**config.mk**
```make
export PLATFORM = sky130hd
export DESIGN_NAME = hazard_stall_ctrl
export DESIGN_NICKNAME = d
export VERILOG_FILES = /design/src/rtl/hazard_stall_ctrl.sv
export SDC_FILE = /design/constraint.sdc
export NUM_CORES = 1
export LEC_CHECK = 0
export CAP_MARGIN = 20
export CORE_MARGIN = 5
export CORE_UTILIZATION = 50
export DETAILED_ROUTE_END_ITERATION = 12
export PLACE_DENSITY = 0.91
export SLEW_MARGIN = 20
export SYNTH_ARGS = -nofsm -noshare
export SYNTH_HDL_FRONTEND = slang
export SYNTH_SLANG_ARGS = --single-unit
```
**constraint.sdc**
```tcl
create_clock -name clk -period 3.1 [get_ports clk]
set_input_delay 0.62 -clock clk [delete_from_list [all_inputs] [get_ports clk]]
set_output_delay 0.62 -clock clk [all_outputs]
set_load 0.02 [all_outputs]
```
**src/rtl/hazard_stall_ctrl.sv**
```systemverilog
// Pipeline hazard and stall controller: load-use and mult/div interlocks,
// branch flushes, data-memory wait hold with a sticky timeout, and a stall counter.
module hazard_stall_ctrl #(
   parameter int MULDIV_LAT  = 4,
   parameter int MEM_TIMEOUT = 255
) (
   input  logic        clk,
   input  logic        reset,
   input  logic        id_ex_mem_read,
   input  logic [4:0]  id_ex_rt,
   input  logic [4:0]  if_id_rs,
   input  logic [4:0]  if_id_rt,
   input  logic        if_id_uses_rt,
   input  logic        id_muldiv,
   input  logic        id_hilo_read,
   input  logic        ex_branch_taken,
   input  logic        mem_wait,
   output logic        pc_write,
   output logic        if_id_write,
   output logic        control_mux_sel,
   output logic        if_id_flush,
   output logic        id_ex_flush,
   output logic        pipe_hold,
   output logic        muldiv_busy,
   output logic        mem_timeout,
   output logic [15:0] stall_count,
   output logic [1:0]  mode_dbg
);

   typedef enum logic [1:0] {
      RUN      = 2'd0,
      MEM_WAIT = 2'd1,
      TIMEOUT  = 2'd2
   } mode_t;

   mode_t       mode;
   mode_t       mode_next;
   logic [3:0]  md_cnt;
   logic [3:0]  md_next;
   logic [7:0]  w_cnt;
   logic [7:0]  w_next;
   logic [7:0]  w_inc;
   logic [15:0] sc_next;

   logic load_use;
   logic md_hz;
   logic hold;
   logic flush;
   logic stall;
   logic issue;

   // Register 0 is hardwired, so a load targeting it can never create a hazard.
   always_comb begin
      load_use = id_ex_mem_read && (id_ex_rt != 5'd0) &&
                 ((id_ex_rt == if_id_rs) || (if_id_uses_rt && (id_ex_rt == if_id_rt)));
      md_hz    = muldiv_busy && (id_muldiv || id_hilo_read);
      hold     = (mode == TIMEOUT) || mem_wait;
      flush    = ex_branch_taken;
      stall    = md_hz || load_use;
   end

   always_comb begin
      muldiv_busy = (md_cnt != 4'd0);
      mem_timeout = (mode == TIMEOUT);
      mode_dbg    = mode;
   end

   // Priority: hold > flush > stall > normal; reset forces a plain normal pattern.
   always_comb begin
      pc_write        = 1'b1;
      if_id_write     = 1'b1;
      control_mux_sel = 1'b0;
      if_id_flush     = 1'b0;
      id_ex_flush     = 1'b0;
      pipe_hold       = 1'b0;
      issue           = 1'b0;
      if (reset) begin
         issue = 1'b0;
      end else if (hold) begin
         pc_write    = 1'b0;
         if_id_write = 1'b0;
         pipe_hold   = 1'b1;
      end else if (flush) begin
         if_id_flush = 1'b1;
         id_ex_flush = 1'b1;
      end else if (stall) begin
         pc_write        = 1'b0;
         if_id_write     = 1'b0;
         control_mux_sel = 1'b1;
      end else begin
         issue = id_muldiv;
      end
   end

   // A timeout is declared on the same edge the wait count reaches the limit.
   always_comb begin
      mode_next = mode;
      w_inc     = (w_cnt == 8'hFF) ? 8'hFF : w_cnt + 8'd1;
      w_next    = w_cnt;
      if (mem_wait) begin
         w_next = w_inc;
      end else if (mode != TIMEOUT) begin
         w_next = 8'd0;
      end
      case (mode)
         RUN: begin
            if (mem_wait) begin
               mode_next = (w_inc >= 8'(MEM_TIMEOUT)) ? TIMEOUT : MEM_WAIT;
            end
         end
         MEM_WAIT: begin
            if (!mem_wait) begin
               mode_next = RUN;
            end else if (w_inc >= 8'(MEM_TIMEOUT)) begin
               mode_next = TIMEOUT;
            end
         end
         TIMEOUT:  mode_next = TIMEOUT;
         default:  mode_next = RUN;
      endcase
   end

   always_comb begin
      md_next = md_cnt;
      if (issue) begin
         md_next = 4'(MULDIV_LAT);
      end else if (md_cnt != 4'd0) begin
         md_next = md_cnt - 4'd1;
      end
      sc_next = stall_count;
      if (!pc_write && (stall_count != 16'hFFFF)) begin
         sc_next = stall_count + 16'd1;
      end
   end

   always_ff @(posedge clk) begin
      if (reset) begin
         mode        <= RUN;
         md_cnt      <= 4'd0;
         w_cnt       <= 8'd0;
         stall_count <= 16'd0;
      end else begin
         mode        <= mode_next;
         md_cnt      <= md_next;
         w_cnt       <= w_next;
         stall_count <= sc_next;
      end
   end

endmodule

```
# Word-level counts from Yosys, hierarchy flattened
# Index checks and enable logic that the tools add are counted.
# word_totals
out_inout_bits	26
reg_bits	30
inputBits	23
# op_classes
reduce_logical	17
eq_ne	9
muxes	27
n_lt_le_gt_ge	1
n_addsub	3
# op_table
op	n
$mux 8	3
$mux 1	17
$add 16x1->16 const B	1
$ne 16x16->1 const B	1
$eq 5x5->1	2
$add 8x1->8 const B	1
$eq 8x8->1 const B	1
$ge 8x8->1 const B	1
$mux 2	4
$mux 3	2
$pmux 2 s3	1
$logic_and 1x1->1	5
$reduce_bool 5->1	1
$logic_or 1x1->1	4
$ne 2x2->1 const B	2
$reduce_bool 2->1	2
$reduce_bool 4->1	1
$sub 4x1->4 const B	1
$ne 3x3->1 const B	1
$eq 2x1->1 const B	1
$eq 2x2->1 const B	1
$logic_not 2->1	1
$reduce_and 2->1	1
$reduce_or 2->1	1
$logic_not 1->1	1

# Depth between registers and ports, before layout
# depth
word_depth	11
ltp_mapped	10

# Worst setup path before layout
# No wires, ideal clock.
# synth_path
path_kind	input -> output
from	in id_ex_rt[4]
to	out control_mux_sel
stages	5
path_slack_ps	203
path_buffers	0
arrival_ps	2277
cell_sequence	xnor2_1 nand3_1 o22ai_1 nand2b_1 a2111oi_0
# synth_between
elab_chain_cells	9
# synth_rtl
element	line	source
from (decl)	10	input logic [4:0] id_ex_rt,
$eq 5x5->1	55	((id_ex_rt == if_id_rs) || (if_id_uses_rt && (id_ex_rt == if_id_rt)));
$logic_and 1x1->1	55	
$logic_or 1x1->1	55	
$logic_and 1x1->1 *	54	load_use = id_ex_mem_read && (id_ex_rt != 5'd0) &&
$logic_or 1x1->1 *	59	stall = md_hz || load_use;
$mux 1 *	86	end else if (stall) begin
$mux 1 *	83	end else if (flush) begin
$mux 1 *	79	end else if (hold) begin
$mux 1 *	77	if (reset) begin
to (decl)	20	output logic control_mux_sel,
# Mark *: on every way between the ends. The rest lies on a longest branch, timed or not.

# Worst setup path in the final report
# layout_path
from	in id_ex_rt[1]
to	out if_id_write
# layout_between
elab_chain_cells	9
# layout_rtl
element	line	source
$eq 5x5->1	55	
$logic_and 1x1->1	55	
$logic_or 1x1->1	55	
$logic_and 1x1->1 *	54	
$logic_or 1x1->1 *	59	
$mux 1 *	86	
$mux 1 *	83	
$mux 1 *	79	
$mux 1 *	77	
to (decl)	19	output logic if_id_write,
# Marks and branches as above.

==> impl_table.tex <==
\begin{tabular}{lr}
\hline
Metric & Value \\
\hline
\multicolumn{2}{l}{\textbf{Run status}} \\
Run status & complete, no violations \\
\multicolumn{2}{l}{\textbf{Logic synthesis}} \\
Top cell type by total area after synthesis & sky130\_fd\_sc\_hd\_\_dfxtp\_1 \\
Syn avg cell area & $\sim$8.3 um2 \\
Fraction of the mapped netlist area in simple logic gates & 0.292 \\
Compound-gate portion of the synthesized area & 0.203 \\
Fraction of post-synthesis cell area in the top cell type by area & 0.333 \\
Synthesis-stage register bit count & 30 \\
Yosys synthesis warning count & 0 \\
Largest family of logic cells by synthesized area & simple AND/OR/NAND/NOR gates \\
FFs w/ async S/R, synth & 0 \\
Multiplexer area fraction after synthesis & 0.0243 \\
Ranking of synthesized cells by area & sky130\_fd\_sc\_hd\_\_dfxtp\_1 (33\%), sky130\_fd\_sc\_hd\_\_xnor2\_1 (5.8\%), sky130\_fd\_sc\_hd\_\_nor2\_1 (4.0\%) \\
Count of flip-flops with a built-in enable after synthesis & 0 \\
Post-synthesis xor/xnor area fraction & 0.0632 \\
Share of synthesized area occupied by flip-flops and latches & 0.333 \\
Most used flip-flop cell after synthesis & sky130\_fd\_sc\_hd\_\_dfxtp\_1 \\
Distinct cells, synth & 59 \\
Arithmetic-cell share of the synthesized area counting full adders, half adders and majority gates & 0.0208 \\
Cell area after synthesis & 1800 um2 \\
Post-Syn Instances & about 220 \\
Post-synth net total & about 240 \\
\multicolumn{2}{l}{\textbf{Final layout}} \\
Leading cell types in the layout, fill and taps excluded & sky130\_fd\_sc\_hd\_\_clkdlybuf4s50\_1 (45), sky130\_fd\_sc\_hd\_\_dfxtp\_1 (30), sky130\_fd\_sc\_hd\_\_nor2\_1 (19) \\
Final non-filler cell area & approximately 2400 um2 \\
Nets & 296 \\
Most frequent standard cell in the layout excluding fill and tap cells & sky130\_fd\_sc\_hd\_\_clkdlybuf4s50\_1 \\
Fin util & 0.703 \\
Non-filler instance count after layout & between 300 and 400 \\
Area delta synth->final & 33.2\% \\
Proportion of layout cells with a drive suffix above 1 & 0.114 \\
Diode insertion count for antenna repair & 0 \\
Fillers & approximately 270 \\
\multicolumn{2}{l}{\textbf{STA}} \\
Number of endpoints failing setup at the final stage & 0 \\
Clock Skews & roughly 0.014 ns \\
Max frequency & approximately 340 MHz \\
Final Critical Period & between 2 and 3 ns \\
Hold Vio Cnt, Final & 0 \\
Slew Viols, Final & 0 \\
Slew at the pin with the worst max-slew slack & between 0.6 and 0.7 ns \\
Setup TNS & 0 ns \\
Unrepaired setup endpoints after global routing & false \\
Hold slack & between 0.5 and 0.6 ns \\
Ratio of final minimum period to clock period & 0.946 \\
Setup ws final & roughly 0.17 ns \\
Worst slew slack as a fraction of its limit & 0.577 \\
\multicolumn{2}{l}{\textbf{Detailed routing}} \\
Length of the first detailed-routing pass in iterations & 4 \\
Routed wl met3 & roughly 360 um \\
Vias per inst & 5.78 \\
Violation count after the first detailed-route iteration & between 100 and 150 \\
DRC & 0 \\
Total routed wirelength & roughly 4500 um \\
Total routed wire length on the met1 layer & between 1500 and 2000 um \\
Top sig layer & met4 \\
Average wire length per cell after detail routing & about 14 um \\
Count of vias placed by the detailed router & $\sim$1.8k \\
Total length of routed met2 wires & 2220 um \\
Remaining number of nets flagged by the antenna check after routing & 0 \\
\multicolumn{2}{l}{\textbf{Worst setup path}} \\
Required time of the worst setup path & $\sim$2.5 ns \\
Kind of critical path & in2out \\
Arr. time, crit path & about 2.3 ns \\
Cell depth of the worst flop-to-flop path & 10 \\
CP Max Fanout & 3 \\
CP startpoint kind & primary input \\
Critical Path End Type & output pin \\
Origin of the critical flop-to-flop path & md\_cnt[0] \\
Crit path capture & if\_id\_write \\
Flop2flop setup slack & $\sim$0.56 ns \\
CP startpoint & id\_ex\_rt[1] \\
Reg-to-Reg End & stall\_count[10] \\
\multicolumn{2}{l}{\textbf{Floorplanning}} \\
I/O Pins & just under 50 \\
Standard-cell rows & 21 \\
Total Die Area & about 5000 um2 \\
Width of the die & about 70 um \\
Vertical die dimension & around 70 um \\
Placeable core region & 3420 um2 \\
Starting density of the core & 0.528 \\
\multicolumn{2}{l}{\textbf{Place}} \\
Gp weighted congestion & 0.820 \\
Instance area after placement & about 2300 um2 \\
Cell count after placement & roughly 300 \\
Number of buffer cells added on primary ports & 48 \\
HPWL after DPL & around 3500 um \\
Pre-CTS setup slack & -0.336 ns \\
\multicolumn{2}{l}{\textbf{CTS}} \\
TritonCTS Buffers & 5 \\
Clock Tree Root & sky130\_fd\_sc\_hd\_\_clkbuf\_4 \\
Depth of the CTS H-tree & 2 \\
Number of clock sinks seen by CTS & 30 \\
Post-CTS clock slew at the launch and capture registers of the worst setup and hold paths & around 0.090 ns \\
Hold buffer count at cts & 0 \\
Clock insertion delay at the later pin of the skew report & around 0.33 ns \\
CTS tree & done \\
Max Buffers Root-to-Sink & 2 \\
Buffers inserted during post-CTS setup optimization & 0 \\
\multicolumn{2}{l}{\textbf{Pwr}} \\
Power Total & a little over 1 mW \\
Peak supply drop & $\sim$420 uV \\
Power density normalized to cell area & between 400 and 500 nW/um2 \\
Total leakage power & 0.836 nW \\
\multicolumn{2}{l}{\textbf{Global routing}} \\
Antenna violations before repair & 0 \\
Aggregate global-route resource usage & 0.190 \\
Remaining Overflow, GRT & 0 \\
Largest net degree at the start of global routing & 27 \\
Vias in the first global route & 1784 \\
Wire length of the first global-routing pass & between 7000 and 8000 um \\
\multicolumn{2}{l}{\textbf{Run}} \\
Max-cap viol count & 0 \\
\multicolumn{2}{l}{\textbf{Worst hold path}} \\
Number of instances on the worst hold path & 1 \\
Hold Path Class & reg2reg \\
\hline
\end{tabular}
==> what timing repair did <==
action,in CTS,in global routing
gates resized for setup,6,6
endpoints found under the setup margin,3,3
cloned,0,0
==> critical path, cell delays in order <==
cell and delay (ns):
sky130_fd_sc_hd__clkdlybuf4s50_1 0.47, sky130_fd_sc_hd__or4_1 0.53, sky130_fd_sc_hd__o21ai_1 0.17, sky130_fd_sc_hd__nor3_1 0.06, sky130_fd_sc_hd__o2bb2ai_1 0.19, sky130_fd_sc_hd__inv_2 0.10
sky130_fd_sc_hd__clkbuf_2 0.17
==> cell usage after synthesis (3+ instances only) <==
cell type and count:
sky130_fd_sc_hd__dfxtp_1 30, sky130_fd_sc_hd__nor2_1 19, sky130_fd_sc_hd__nand2_1 14, sky130_fd_sc_hd__nand3_1 13, sky130_fd_sc_hd__a21oi_1 12, sky130_fd_sc_hd__xnor2_1 12
sky130_fd_sc_hd__inv_1 8, sky130_fd_sc_hd__nor4_1 6, sky130_fd_sc_hd__buf_4 5, sky130_fd_sc_hd__o21ai_0 5, sky130_fd_sc_hd__or4_1 5, sky130_fd_sc_hd__buf_2 4
sky130_fd_sc_hd__nand2b_1 4, sky130_fd_sc_hd__nor2b_1 4, sky130_fd_sc_hd__nor3_1 4, sky130_fd_sc_hd__o21ai_1 4, sky130_fd_sc_hd__o311ai_1 4, sky130_fd_sc_hd__o31ai_1 4
sky130_fd_sc_hd__a22oi_1 3, sky130_fd_sc_hd__a311oi_1 3, sky130_fd_sc_hd__ha_1 3, sky130_fd_sc_hd__mux2_1 3, sky130_fd_sc_hd__nand3b_1 3, sky130_fd_sc_hd__nand4_1 3
==> final cells by class <==
cell class,instances,area (um2),share of cell area
Multi-Input combinational cell,166,1090,0.456
Sequential cell,30,601,0.250
Timing Repair Buffer,57,533,0.222
Clock buffer,8,78.8,0.0328
Tap cell,46,57.6,0.0240
Inverter,10,37.5,0.0156
==> cell families after synthesis <==
kind of cell,Yosys count
flops,30
xor+xnor,13
simple gates,94
buf+inv,22
fa+ha+maj,3
compound gates,52
mux,4
==> report_power, final <==
part	internal [mW]	switching (mW)	total (mW)
Combinational	0.140	0.162	0.302
Sequential	0.411	0.0216	0.433
Clock	0.155	0.137	0.292
Total	0.706	0.320	1.03
==> routing by layer <==
metal | vias up | GRT usage
li1 | 912 | -
met1 | 843 | 0.209
met2 | 67 | 0.324
met3 | 10 | 0.0660
met4 | 0 | 0.0957
met5 | - | 0
==> state kept, by name (all words and copies together), names as in the netlist <==
signal / count
stall_count: 16
md_cnt: 4
mode_dbg: 2
w_cnt: 8
==> worst min-delay path by stage <==
stage | from | endpoint
floorplan | md_cnt[2] | md_cnt[2]
global placement | stall_count[6] | stall_count[6]
detailed placement | stall_count[6] | stall_count[6]
CTS | stall_count[6] | stall_count[6]
global route | md_cnt[1] | md_cnt[1]
finish | stall_count[6] | stall_count[6]
Power figures use the tool's default switching activity.
